===== src/rtl/skeeball_pkg.sv =====
// Shared types and helpers for the skeeball game controller family.
package skeeball_pkg;

    typedef enum logic [1:0] {
        ST_MENU  = 2'b00,
        ST_PLAY  = 2'b01,
        ST_FIN   = 2'b10,
        ST_SCORE = 2'b11
    } state_t;

    // Bits needed to hold values 0..v-1.
    function automatic int clog2(input int v);
        int r;
        r = 0;
        for (int x = v - 1; x > 0; x = x >> 1) r++;
        return r;
    endfunction

endpackage


===== src/rtl/skeeball_edge_detect.sv =====
// Rising-edge detector; history resets high so a level held through reset is not an edge.
module skeeball_edge_detect (
    input  logic clk,
    input  logic rst_n,
    input  logic level,
    output logic rise
);

    logic level_q;

    always_ff @(posedge clk or negedge rst_n) begin
        if (!rst_n) level_q <= 1'b1;
        else        level_q <= level;
    end

    assign rise = level & ~level_q;

endmodule


===== src/rtl/skeeball_game_ctrl.sv =====
// Skeeball game sequencer: menu, play with ball counting and scoring, finish, last-score display.
module skeeball_game_ctrl
    import skeeball_pkg::*;
#(
    parameter int BALLS       = 9,
    parameter int PTS_W       = 7,
    parameter int SCORE_W     = 10,
    parameter int IDLE_CYC    = 50000000,
    parameter int FINISH_CYC  = 25000000,
    parameter int DISPLAY_CYC = 250000000
) (
    input  logic                         clk,
    input  logic                         rst_n,
    input  logic                         start_btn,
    input  logic                         ball_valid,
    input  logic [PTS_W-1:0]             ball_pts,
    output logic [1:0]                   state,
    output logic                         menu_st,
    output logic                         play_st,
    output logic                         fin_st,
    output logic                         score_st,
    output logic [SCORE_W-1:0]           score,
    output logic [clog2(BALLS+1)-1:0]    balls_left,
    output logic [SCORE_W-1:0]           last_score,
    output logic [SCORE_W-1:0]           high_score,
    output logic                         new_high
);

    localparam int BL_W    = clog2(BALLS + 1);
    localparam int MAX_A   = (IDLE_CYC > FINISH_CYC) ? IDLE_CYC : FINISH_CYC;
    localparam int MAX_CYC = (MAX_A > DISPLAY_CYC) ? MAX_A : DISPLAY_CYC;
    localparam int TMR_W   = (clog2(MAX_CYC) < 1) ? 1 : clog2(MAX_CYC);
    localparam int SUM_W   = ((SCORE_W > PTS_W) ? SCORE_W : PTS_W) + 1;

    localparam logic [SCORE_W-1:0] SMAX      = '1;
    localparam logic [TMR_W-1:0]   IDLE_LAST = TMR_W'(IDLE_CYC - 1);
    localparam logic [TMR_W-1:0]   FIN_LAST  = TMR_W'(FINISH_CYC - 1);
    localparam logic [TMR_W-1:0]   DISP_LAST = TMR_W'(DISPLAY_CYC - 1);

    state_t              state_q, state_d;
    logic [TMR_W-1:0]    timer_q, timer_d;
    logic [SCORE_W-1:0]  score_q, score_d, last_q, last_d, high_q, high_d;
    logic [BL_W-1:0]     balls_q, balls_d;
    logic                new_high_q, new_high_d;
    logic                start_edge, fin_entry;
    logic [SUM_W-1:0]    sum;

    skeeball_edge_detect u_start_edge (
        .clk   (clk),
        .rst_n (rst_n),
        .level (start_btn),
        .rise  (start_edge)
    );

    assign sum = SUM_W'(score_q) + SUM_W'(ball_pts);

    always_ff @(posedge clk or negedge rst_n) begin
        if (!rst_n) begin
            state_q    <= ST_MENU;
            timer_q    <= '0;
            score_q    <= '0;
            balls_q    <= BL_W'(BALLS);
            last_q     <= '0;
            high_q     <= '0;
            new_high_q <= 1'b0;
        end else begin
            state_q    <= state_d;
            timer_q    <= timer_d;
            score_q    <= score_d;
            balls_q    <= balls_d;
            last_q     <= last_d;
            high_q     <= high_d;
            new_high_q <= new_high_d;
        end
    end

    always_comb begin
        state_d    = state_q;
        timer_d    = timer_q + TMR_W'(1);
        score_d    = score_q;
        balls_d    = balls_q;
        last_d     = last_q;
        high_d     = high_q;
        new_high_d = 1'b0;
        fin_entry  = 1'b0;
        case (state_q)
            ST_MENU: begin
                timer_d = '0;
                if (start_edge) begin
                    state_d = ST_PLAY;
                    score_d = '0;
                    balls_d = BL_W'(BALLS);
                end
            end
            ST_PLAY: begin
                // A ball in the same cycle as idle expiry takes priority.
                if (ball_valid) begin
                    score_d = (sum > SUM_W'(SMAX)) ? SMAX : sum[SCORE_W-1:0];
                    balls_d = balls_q - BL_W'(1);
                    timer_d = '0;
                    if (balls_q == BL_W'(1)) fin_entry = 1'b1;
                end else if (timer_q == IDLE_LAST) begin
                    fin_entry = 1'b1;
                end
                if (fin_entry) state_d = ST_FIN;
            end
            ST_FIN: begin
                if (timer_q == FIN_LAST) state_d = ST_SCORE;
            end
            ST_SCORE: begin
                if (start_edge || timer_q == DISP_LAST) state_d = ST_MENU;
            end
            default: state_d = ST_MENU;
        endcase
        if (state_d != state_q) timer_d = '0;
        // Final score is captured on the edge that enters FINISH.
        if (fin_entry) begin
            last_d = score_d;
            if (score_d > high_q) begin
                high_d     = score_d;
                new_high_d = 1'b1;
            end
        end
    end

    assign state      = state_q;
    assign menu_st    = (state_q == ST_MENU);
    assign play_st    = (state_q == ST_PLAY);
    assign fin_st     = (state_q == ST_FIN);
    assign score_st   = (state_q == ST_SCORE);
    assign score      = score_q;
    assign balls_left = balls_q;
    assign last_score = last_q;
    assign high_score = high_q;
    assign new_high   = new_high_q;

endmodule


===== config.mk =====
export PLATFORM = sky130hd
export DESIGN_NAME = skeeball_game_ctrl
export DESIGN_NICKNAME = d
export VERILOG_FILES = /design/src/rtl/skeeball_pkg.sv /design/src/rtl/skeeball_edge_detect.sv /design/src/rtl/skeeball_game_ctrl.sv
export SDC_FILE = /design/constraint.sdc
export NUM_CORES = 1
export LEC_CHECK = 0
export BUFFER_PORTS_ARGS = -buffer_cell sky130_fd_sc_hd__buf_2
export CAP_MARGIN = 20
export CORE_MARGIN = 2
export CORE_UTILIZATION = 28
export CTS_CLUSTER_SIZE = 12
export DETAILED_ROUTE_END_ITERATION = 6
export PLACE_DENSITY = 0.48
export SKIP_CTS_REPAIR_TIMING = 1
export SYNTH_ARGS = -nofsm -noshare
export SYNTH_HDL_FRONTEND = slang
export SYNTH_SLANG_ARGS = --single-unit
export TNS_END_PERCENT = 20

===== constraint.sdc =====
create_clock -name clk -period 4.9 [get_ports clk]
set_input_delay 1.225 -clock clk [delete_from_list [all_inputs] [get_ports clk]]
set_output_delay 1.225 -clock clk [all_outputs]
set_load 0.005 [all_outputs]

==> results of run 1 <==
metal layers:
metal	track usage [%]	part of all wire, %	vias up
met1	18.2	49	1425
met4	4.29	0.92	0
li1	-	-	1433
met2	20.1	46	65
met3	3.47	3.6	6
met5	0	0	-
path summary, 6_finish.rpt:
| check | startpoint | end | slack (ps) |
|---|---|---|---|
| max in group asynchronous | rst_n | u_start_edge.level_q | 2880 |
| worst min register to register | last_score[4] | last_score[4] | 480 |
| min in group asynchronous | rst_n | last_score[4] | 1080 |
| worst min-delay path | last_score[4] | last_score[4] | 480 |
| worst max-delay path | ball_pts[0] | high_score[8] | 470 |
| worst max register to register | score[0] | high_score[8] | 1040 |
per-stage QoR:
stage / hold slack (ps) / instance area, um^2 / setup WS (ps)
finish: 481 / 4430 / 471
global route: 499 / 4430 / 200
CTS: 482 / 4430 / 466
detailed placement: 469 / 4140 / 141
global placement: 462 / 4140 / 223
floorplan: 445 / 3660 / 520
placed cells by master, fill, tap and decap left out, types with 4 or more instances in the layout:
master      n
a21oi_1    17
mux2_1      7
xor2_1     24
mux2_4      8
buf_4       9
and3_1      8
o21ai_0    10
nor2_1     43
and2_1      4
nor3_1      5
nand2_1    27
or3_1       4
nor4_1      4
nand3_1    16
xnor2_1     9
ha_1       20
clkbuf_16   9
dfrtp_1    63
inv_1      23
buf_2      51
nand4_1    12
nor2b_1     4
a31oi_1    10
flip-flops by register name (all words and copies together), names as in the netlist:
name and cells:
balls_left 4, score 10, u_start_edge.level_q 1, state 2
high_score 10, last_score 10, new_high 1, timer_q 28
power by group:
group | internal, mW | leakage (nW) | switching (mW)
combinational | 0.486 | 1.12 | 0.555
clock | 0.395 | 0.141 | 0.229
sequential | 0.699 | 0.852 | 0.137
total | 1.58 | 2.11 | 0.921
final cells by class:
cell class | count | area [um^2]
inverters | 25 | 93.8
well taps | 172 | 215
clock inverters | 4 | 52.6
multi-input cells | 270 | 1860
fillers | 1300 | 8240
repair buffers | 60 | 323
clock buffers | 12 | 236
flip-flops and latches | 66 | 1660
cell families after synthesis:
family,count (synthesis),synth area share (%)
multiplexers,17,5.98
AND/OR/NAND/NOR,142,19.9
adder cells (fa/ha/maj),21,7.38
flip-flops,66,45.2
AO/OA/AOI/OAI,57,9.57
XOR/XNOR,33,7.89
buffers and inverters,35,4.10
==> summary.txt, run 1 <==
Logic synthesis
  – Yosys cell types: 48
  – YS warnings: 0
  – Synth top cells by count: 63 x dfrtp_1, 43 x nor2_1, 27 x nand2_1
  – EDFF count, synth: 0
  – Mean Syn Cell Area: 9.87 um^2
  – Post-Syn Instances: 371
  – Seq/Total Area, Yosys: 45.2%
  – Mapped cell area: 0.00366 mm^2
  – Most frequent cell after synthesis: dfrtp_1
  – Largest area contributor in the netlist: dfrtp_1
  – Async S/R FF share, synth: 100%
  – Syn nets: 403
  – Synthesized flop and latch total: 66
  – Area contributors post-synth: dfrtp_1 43%, ha_1 6.8%, xor2_1 5.7%
  – Main synth FF type: dfrtp_1
  – Yosys top cell area share: 43.1%

Finish
  – Final Util: 35.0%
  – Area grow syn2layout: 21.1%
  – Final nets: 464
  – Fraction of layout cells with a size suffix above 1: 20.1%
  – Total inserted antenna cells: 0
  – Non-Filler Instances: 609

Global routing
  – Vias in the first global route: 2802
  – First-pass GRT wire length: 14700 um
  – Overflow after GRT: 0
  – Largest net degree at the start of global routing: 44
  – Initial antenna violation count: 0
  – GRT Util Overall: 13.2%

Die
  – Ports: 52
  – DIE WIDTH: 118 um
  – Die ar.: 0.0140 mm^2
  – Core area: 0.0127 mm^2
  – Die Y: 118 um
  – Cell Rows: 41
  – Initial Utilization: 28.9%

Pwr
  – Maximum vdd drop: 0.209 mV
  – Leakage power total: 2.11 nW
  – Power Density: 564 mW/mm^2
  – Final Power: 2.50 mW

Clock tree
  – Clock transition at the registers of the reported paths: 50 ps
  – Htree depth: 3
  – CTS Buf Count: 9
  – CTS tree: built
  – Clock sink count: 66
  – Clock Tree Root: clkbuf_16
  – Clock Path Buffers: 2
  – Clock Latency Late Sink: 330 ps

Worst setup path
  – R2R depth: 15
  – Critical path type: primary input to flop
  – Critical Path, Cell by Cell: buf_2, ha_1, inv_1, fa_1, nand2b_1, a21o_1, a21oi_1, a31oi_1, nor3_1, ha_1, o21ai_0, nor2_1, nor4_1, a311o_1, buf_4, mux2_4
  – Crit-path slowest cell: fa_1
  – Critical path's most frequent cell: ha_1
  – Required @ worst endpoint: 5100 ps
  – CP max FO: 7
  – WP depth: 16
  – Startpoint Class: primary input
  – Crit-path max cell delay: 390 ps
  – Largest delay contributor family on the critical path: compound AO/OA/AOI/OAI gates
  – Critical path capture point type: flop
  – WP buf/inv: 3
  – WP data arrival: 4630 ps

Route
  – Post-Route WL: 8880 um
  – Routed vias/inst: 4.81
  – Drt wl/cell: 14.6 um
  – Antenna Nets Post-Route: 0
  – Drt first-iter violations: 226
  – Drt first pass iters: 4
  – DRC viols: 0
  – Vias: 2929

Worst hold path
  – Hold depth: 1
  – Worst Hold Class: flop to flop

STA
  – FMAX: 0.226 GHz
  – Clock period minus worst slack: 4430 ps
  – Period utilization: 90.4%
  – RSZ-0062 raised after global routing: false
  – Tightest Pin Transition: 1010 ps
  – Final Hold Fails: 0
  – Max-slew headroom: 32.7%
  – Layout Skew: 10.6 ps
  – Pins over their slew limit: 0
  – Final setup vio count: 0
  – TNS Setup: 0 ps

Flow run
  – Max-cap viol count: 0

Placement
  – Final HPWL DP: 6540 um
  – Placed cells: 593
  – I/O Buffers: 51
  – RD Place Congestion: 0.836

Run status
  – Outcome: complete, no violations
No activity file was read; power rests on OpenSTA's default activity.
==> inputs of run 2 (changes only) <==
--- a/config.mk
+++ b/config.mk
@@ -9,9 +9,10 @@
 export CAP_MARGIN = 20
 export CORE_MARGIN = 2
 export CORE_UTILIZATION = 28
+export CTS_BUF_LIST = sky130_fd_sc_hd__clkbuf_2 sky130_fd_sc_hd__clkbuf_4 sky130_fd_sc_hd__clkbuf_8
 export CTS_CLUSTER_SIZE = 12
 export DETAILED_ROUTE_END_ITERATION = 6
-export PLACE_DENSITY = 0.48
+export PLACE_DENSITY = 0.44
 export SKIP_CTS_REPAIR_TIMING = 1
 export SYNTH_ARGS = -nofsm -noshare
 export SYNTH_HDL_FRONTEND = slang
==> run 2 against run 1 <==
Final cell count up 0.49%. Clock power down 6.4%. Power decreased by 1.0%. Sequential cell count unchanged. Combinational power hardly changed. Critical endpoint is now high_score[1]. Clock skew about the same. Design area decreased by 0.34%. Critical path depth fell by 1. Highest routed layer unchanged.
==> summary.txt, run 2 (synthesis gave the netlist of run 1 again) <==
Worst setup path
  – Crit-path max cell delay: 390 ps
  – WP buf/inv: 2
  – Startpoint Class: primary input
  – Critical Path, Cell by Cell: buf_2, ha_1, a21oi_1, nor2b_1, a21oi_1, nor3_1, a31oi_1, and2_1, ha_1, nand4_1, nor3_1, nor4_1, a311o_1, buf_4, mux2_1
  – Critical path capture point type: flop
  – Crit-path slowest cell: nor3_1
  – Required @ worst endpoint: 5140 ps
  – CP max FO: 8
  – Largest delay contributor family on the critical path: simple AND/OR/NAND/NOR gates
  – WP data arrival: 4610 ps
  – Critical path type: primary input to flop

Clock tree
  – Clock transition at the registers of the reported paths: 80 ps
  – Clock Latency Late Sink: 350 ps
  – CTS Buf Count: 9
  – Clock Path Buffers: 2
  – Clock sink count: 66
  – Clock Tree Root: clkbuf_8
  – Htree depth: 3
  – CTS tree: built

Die
  – Cell Rows: 41
  – Die ar.: 0.0140 mm^2
  – Initial Utilization: 28.9%
  – Die Y: 118 um
  – DIE WIDTH: 118 um
  – Core area: 0.0127 mm^2
  – Ports: 52

STA
  – Pins over their slew limit: 0
  – Final Hold Fails: 0
  – Final setup vio count: 0
  – Final setup margin: 521 ps
  – TNS Setup: 0 ps
  – Layout Skew: 10.8 ps
  – Period utilization: 89.4%
  – Max-slew headroom: 37.7%
  – FMAX: 0.228 GHz
  – Tightest Pin Transition: 934 ps
  – Clock period minus worst slack: 4380 ps
  – RSZ-0062 raised after global routing: false

Route
  – Drt first pass iters: 4
  – Vias: 2892
  – DRC viols: 0
  – Antenna Nets Post-Route: 0
  – Routed vias/inst: 4.73
  – Post-Route WL: 9360 um
  – Drt wl/cell: 15.3 um
  – Drt first-iter violations: 177

Placement
  – I/O Buffers: 51
  – Post-Place Worst Slack: 204 ps
  – RD Place Congestion: 0.770
  – Final HPWL DP: 6930 um

Worst hold path
  – Worst Hold Class: flop to flop

Global routing
  – Overflow after GRT: 0
  – First-pass GRT wire length: 15100 um
  – Vias in the first global route: 2852
  – GRT Util Overall: 13.8%
  – Initial antenna violation count: 0
  – Largest net degree at the start of global routing: 50

Finish
  – Max reg flops: 28
  – Fraction of layout cells with a size suffix above 1: 21.4%
  – Largest Register: timer_q
  – Total inserted antenna cells: 0
  – Final nets: 467
  – Most frequent cells in the layout: 63 x dfrtp_1, 51 x buf_2, 43 x nor2_1
  – Area grow syn2layout: 20.6%
  – Most common cell after layout, fill and taps aside: dfrtp_1

Pwr
  – Power Density: 560 mW/mm^2
  – Maximum vdd drop: 0.168 mV
  – Leakage power total: 2.11 nW
  – Final Power: 2.48 mW

Flow run
  – Max-cap viol count: 0

Run status
  – Outcome: complete, no violations
==> run 2: through the flow <==
stage	utilization, %	cell area, um^2	hold WS (ps)	std cells
6_report	34.9	4420	480	612
5_1_grt	34.9	4420	499	612
3_3_place_gp	32.9	4170	461	596
2_1_floorplan	-	3660	445	371
3_5_place_dp	32.9	4170	470	596
4_1_cts	34.9	4420	488	612
==> run 2: area by class of cell <==
| class | count | area, um^2 |
|---|---|---|
| clock buffer | 11 | 151 |
| clock inverter | 5 | 100 |
| inverter | 25 | 93.8 |
| tap | 172 | 215 |
| multi-input combinational | 270 | 1860 |
| timing repair buffer | 63 | 345 |
| sequential | 66 | 1660 |
| fill | 1337 | 8250 |
==> run 2: per-layer routing <==
metal  track usage [%]  up-vias  part of all wire [%]
li1                  -     1435                     -
met1              19.2     1400                    50
met2              20.5       49                    44
met3              4.58        8                   4.9
met4              3.61        0                   1.1
met5                 0        -                     0
==> run 2: path summary, 6_finish.rpt <==
kind / from / endpoint / slack (ps) / depth (start not counted)
setup reg to reg: score[0] / high_score[1] / 1070 / 16
min in group asynchronous: rst_n / last_score[1] / 810 / 1
max in group asynchronous: rst_n / state[0] / 3100 / 2
hold / removal: last_score[7] / last_score[7] / 480 / 1
setup / recovery: ball_pts[5] / high_score[1] / 520 / 15
hold reg to reg: last_score[7] / last_score[7] / 480 / 1
==> run 2: power by group <==
part,internal (mW),switching [mW]
registers,0.698,0.144
clock network,0.364,0.220
logic,0.494,0.555
==> run 2: worst register-to-register path, cell delays in order (launching register included) <==
cell	delay, ps
dfrtp_1	420
ha_1	210
inv_1	60
fa_1	190
nand2b_1	150
a21o_1	150
a21oi_1	80
nor3_1	390
a31oi_1	240
and2_1	230
ha_1	290
nand4_1	160
nor3_1	230
nor4_1	70
a311o_1	330
buf_4	190
mux2_1	310
==> inputs of run 3 (changes only) <==
--- a/config.mk
+++ b/config.mk
@@ -5,6 +5,7 @@
 export SDC_FILE = /design/constraint.sdc
 export NUM_CORES = 1
 export LEC_CHECK = 0
+export ABC_AREA = 1
 export BUFFER_PORTS_ARGS = -buffer_cell sky130_fd_sc_hd__buf_2
 export CAP_MARGIN = 20
 export CORE_MARGIN = 2
==> run 3 against run 2 <==
Sequential share of layout area is 1.6 points lower. Critical endpoint is now high_score[8]. Largest power group unchanged. Final cell count increased by 25%. Via count grew 22%. Clock-buffer cell count up 2. Sequential cell count did not move. Critical path type unchanged. Global-route usage increased by 2.1 points. Synthesized cell count increased by 41%. Power is 1.1% lower.
==> summary.txt, run 3 <==
Clock tree
  – Clock Path Buffers: 2
  – CTS Buf Count: 9
  – Clock transition at the registers of the reported paths: 70 ps
  – Clock sink count: 66
  – Clock Tree Root: clkbuf_8
  – Clock Latency Late Sink: 350 ps
  – CTS tree: built
  – Htree depth: 3

Logic synthesis
  – Async S/R FF share, synth: 100%
  – Yosys cell types: 33
  – Synthesized flop and latch total: 66
  – Mapped cell area: 0.00399 mm^2
  – Synth top cells by count: 116 x nand2_1, 81 x nor2_1, 75 x inv_1
  – Most frequent cell after synthesis: nand2_1
  – Post-Syn Instances: 524
  – Yosys top cell area share: 39.5%
  – Main synth FF type: dfrtp_1
  – YS warnings: 0
  – Seq/Total Area, Yosys: 41.5%
  – Syn nets: 556
  – Mean Syn Cell Area: 7.62 um^2
  – Area contributors post-synth: dfrtp_1 39%, nand2_1 11%, nor2_1 7.6%
  – Largest area contributor in the netlist: dfrtp_1
  – EDFF count, synth: 0

Worst setup path
  – Worst setup path start: ball_pts[0]
  – Critical path type: primary input to flop
  – R2R depth: 20
  – Critical path's most frequent cell: nand2_1
  – Required @ worst endpoint: 5140 ps
  – Crit-path slowest cell: fa_1
  – Critical path capture point type: flop
  – WP data arrival: 4410 ps
  – Critical Path, Cell by Cell: buf_2, ha_1, inv_1, fa_1, o21ai_1, nand2_1, nand2_1, nand2_1, nand2_1, a21oi_1, nor2_1, ha_1, nand2_1, nor2_1, nand4_1, nand4_1, nand2_1, nor2_4, inv_1, nand2_1, o21ai_1
  – Worst r2r dst: high_score[8]
  – WP depth: 21
  – Crit-path max cell delay: 390 ps
  – CP max FO: 15
  – Largest delay contributor family on the critical path: simple AND/OR/NAND/NOR gates
  – Reg2Reg Setup Slack: 1240 ps
  – Reg2reg start: score[0]
  – WP buf/inv: 3
  – Startpoint Class: primary input

Pwr
  – Final Power: 2.45 mW
  – Net Sw Power: 1.07 mW
  – Internal power: 1.38 mW
  – Leakage power total: 2.26 nW
  – Sequential Power Share: 34.0%
  – Logic pwr share: 46.8%
  – Switching part of the total: 43.6%
  – Clock power frac: 19.2%
  – Maximum vdd drop: 0.294 mV
  – Power Density: 531 mW/mm^2

Route
  – Drt first-iter violations: 176
  – Post-Route WL: 11200 um
  – Vias: 3533
  – Drt wl/cell: 14.6 um
  – Routed vias/inst: 4.62
  – Drt first pass iters: 4
  – DRC viols: 0
  – Antenna Nets Post-Route: 0

Finish
  – Final nets: 611
  – Max reg flops: 28
  – Non-Filler Instances: 764
  – Area grow syn2layout: 15.5%
  – Most common cell after layout, fill and taps aside: nand2_1
  – Most frequent cells in the layout: 116 x nand2_1, 81 x nor2_1, 75 x inv_1
  – Largest Register: timer_q
  – FILL cells: 1515
  – Total inserted antenna cells: 0
  – Fraction of layout cells with a size suffix above 1: 14.7%

Placement
  – RD Place Congestion: 0.893
  – Final HPWL DP: 8580 um
  – Post-Place Worst Slack: 349 ps
  – I/O Buffers: 51
  – Placed cells: 748

STA
  – Tightest Pin Transition: 804 ps
  – Max-slew headroom: 46.4%
  – FMAX: 0.240 GHz
  – WHS: 486 ps
  – Period utilization: 85.2%
  – RSZ-0062 raised after global routing: false
  – Clock period minus worst slack: 4180 ps
  – Final setup margin: 725 ps
  – Pins over their slew limit: 0
  – Final setup vio count: 0
  – Layout Skew: 5.78 ps
  – TNS Setup: 0 ps
  – Final Hold Fails: 0

Global routing
  – Overflow after GRT: 0
  – Vias in the first global route: 3558
  – Largest net degree at the start of global routing: 35
  – Initial antenna violation count: 0
  – First-pass GRT wire length: 18200 um
  – GRT Util Overall: 15.9%

Worst hold path
  – Worst Hold Launch: last_score[9]
  – Worst Hold Class: flop to flop
  – Worst Hold End: last_score[9]
  – Hold depth: 2

Flow run
  – Max-cap viol count: 0

Die
  – Cell Rows: 43
  – DIE WIDTH: 123 um
  – Die ar.: 0.0152 mm^2
  – Initial Utilization: 28.8%
  – Die Y: 123 um
  – Ports: 52
  – Core area: 0.0139 mm^2

Run status
  – Outcome: complete, no violations
run 3: cell count changes in the layout (fill, tap and decap cells not counted), sizes merged, moves of 6 or more:
cell	previous run	this run
nand2	27	121
inv	25	77
buf	63	52
o21ai	13	30
nor3	5	14
nand3	16	35
a31oi	10	3
and3	8	1
mux2	15	0
nor2	43	86
a21oi	17	11
run 3: how the worst max path moves through the flow:
stage                    end  slack [ps]
6_report       high_score[8]         720
3_3_place_gp   high_score[7]         420
3_5_place_dp   high_score[7]         350
2_1_floorplan  high_score[5]        1190
5_1_grt        high_score[8]         320
4_1_cts        high_score[8]         720
run 3: per-stage QoR:
stage          cell area [um^2]  util, %
3_5_place_dp               4420     31.8
2_1_floorplan              3990        -
3_3_place_gp               4420     31.8
5_1_grt                    4610     33.2
4_1_cts                    4610     33.2
6_report                   4610     33.2
run 3: cell families (layout without fill, tap and decap cells):
family / after synthesis / in the layout / synth area share [%]
buf+inv: 85 / 145 / 8.77
flops: 66 / 66 / 41.5
fa+ha+maj: 21 / 21 / 6.77
compound gates: 49 / 49 / 6.55
simple gates: 274 / 274 / 30.1
xor+xnor: 29 / 29 / 6.36
run 3: worst register-to-register path: stages, from the launching register on:
cell	delay (ps)
dfrtp_1	420
ha_1	200
inv_1	60
fa_1	390
o21ai_1	270
nand2_1	80
nand2_1	130
nand2_1	150
nand2_1	140
a21oi_1	70
nor2_1	330
ha_1	190
nand2_1	70
nor2_1	130
nand4_1	100
nand4_1	100
nand2_1	90
nor2_4	270
inv_1	190
nand2_1	100
o21ai_1	60
run 3: routing by layer:
| metal | GRT usage (%) | vias to the layer above | wire length (um) |
|---|---|---|---|
| li1 | - | 1774 | - |
| met1 | 20.6 | 1677 | 5200 |
| met2 | 25.8 | 70 | 5330 |
| met3 | 4.15 | 12 | 501 |
| met4 | 4.83 | 0 | 127 |
| met5 | 0 | - | 0 |
run 3: area by class of cell:
class	instances	area (um^2)	share of cell area, %
Inverter	77	289	6.27
Clock buffer	13	154	3.34
Sequential cell	66	1660	35.9
Tap cell	180	225	4.88
Timing Repair Buffer	52	263	5.70
Multi-Input combinational cell	373	1990	43.1
Clock inverter	3	40.0	0.868
run 3: power by group through the flow:
| stage | clock network [mW] | logic (mW) | registers [mW] |
|---|---|---|---|
| after CTS | 0.490 | 1.16 | 0.835 |
| after global placement | 0 | 1.15 | 0.844 |
| after global routing | 0.516 | 1.33 | 0.856 |
| after detailed placement | 0 | 1.15 | 0.844 |
| after floorplan | 0 | 0.767 | 0.821 |
| final | 0.471 | 1.15 | 0.832 |
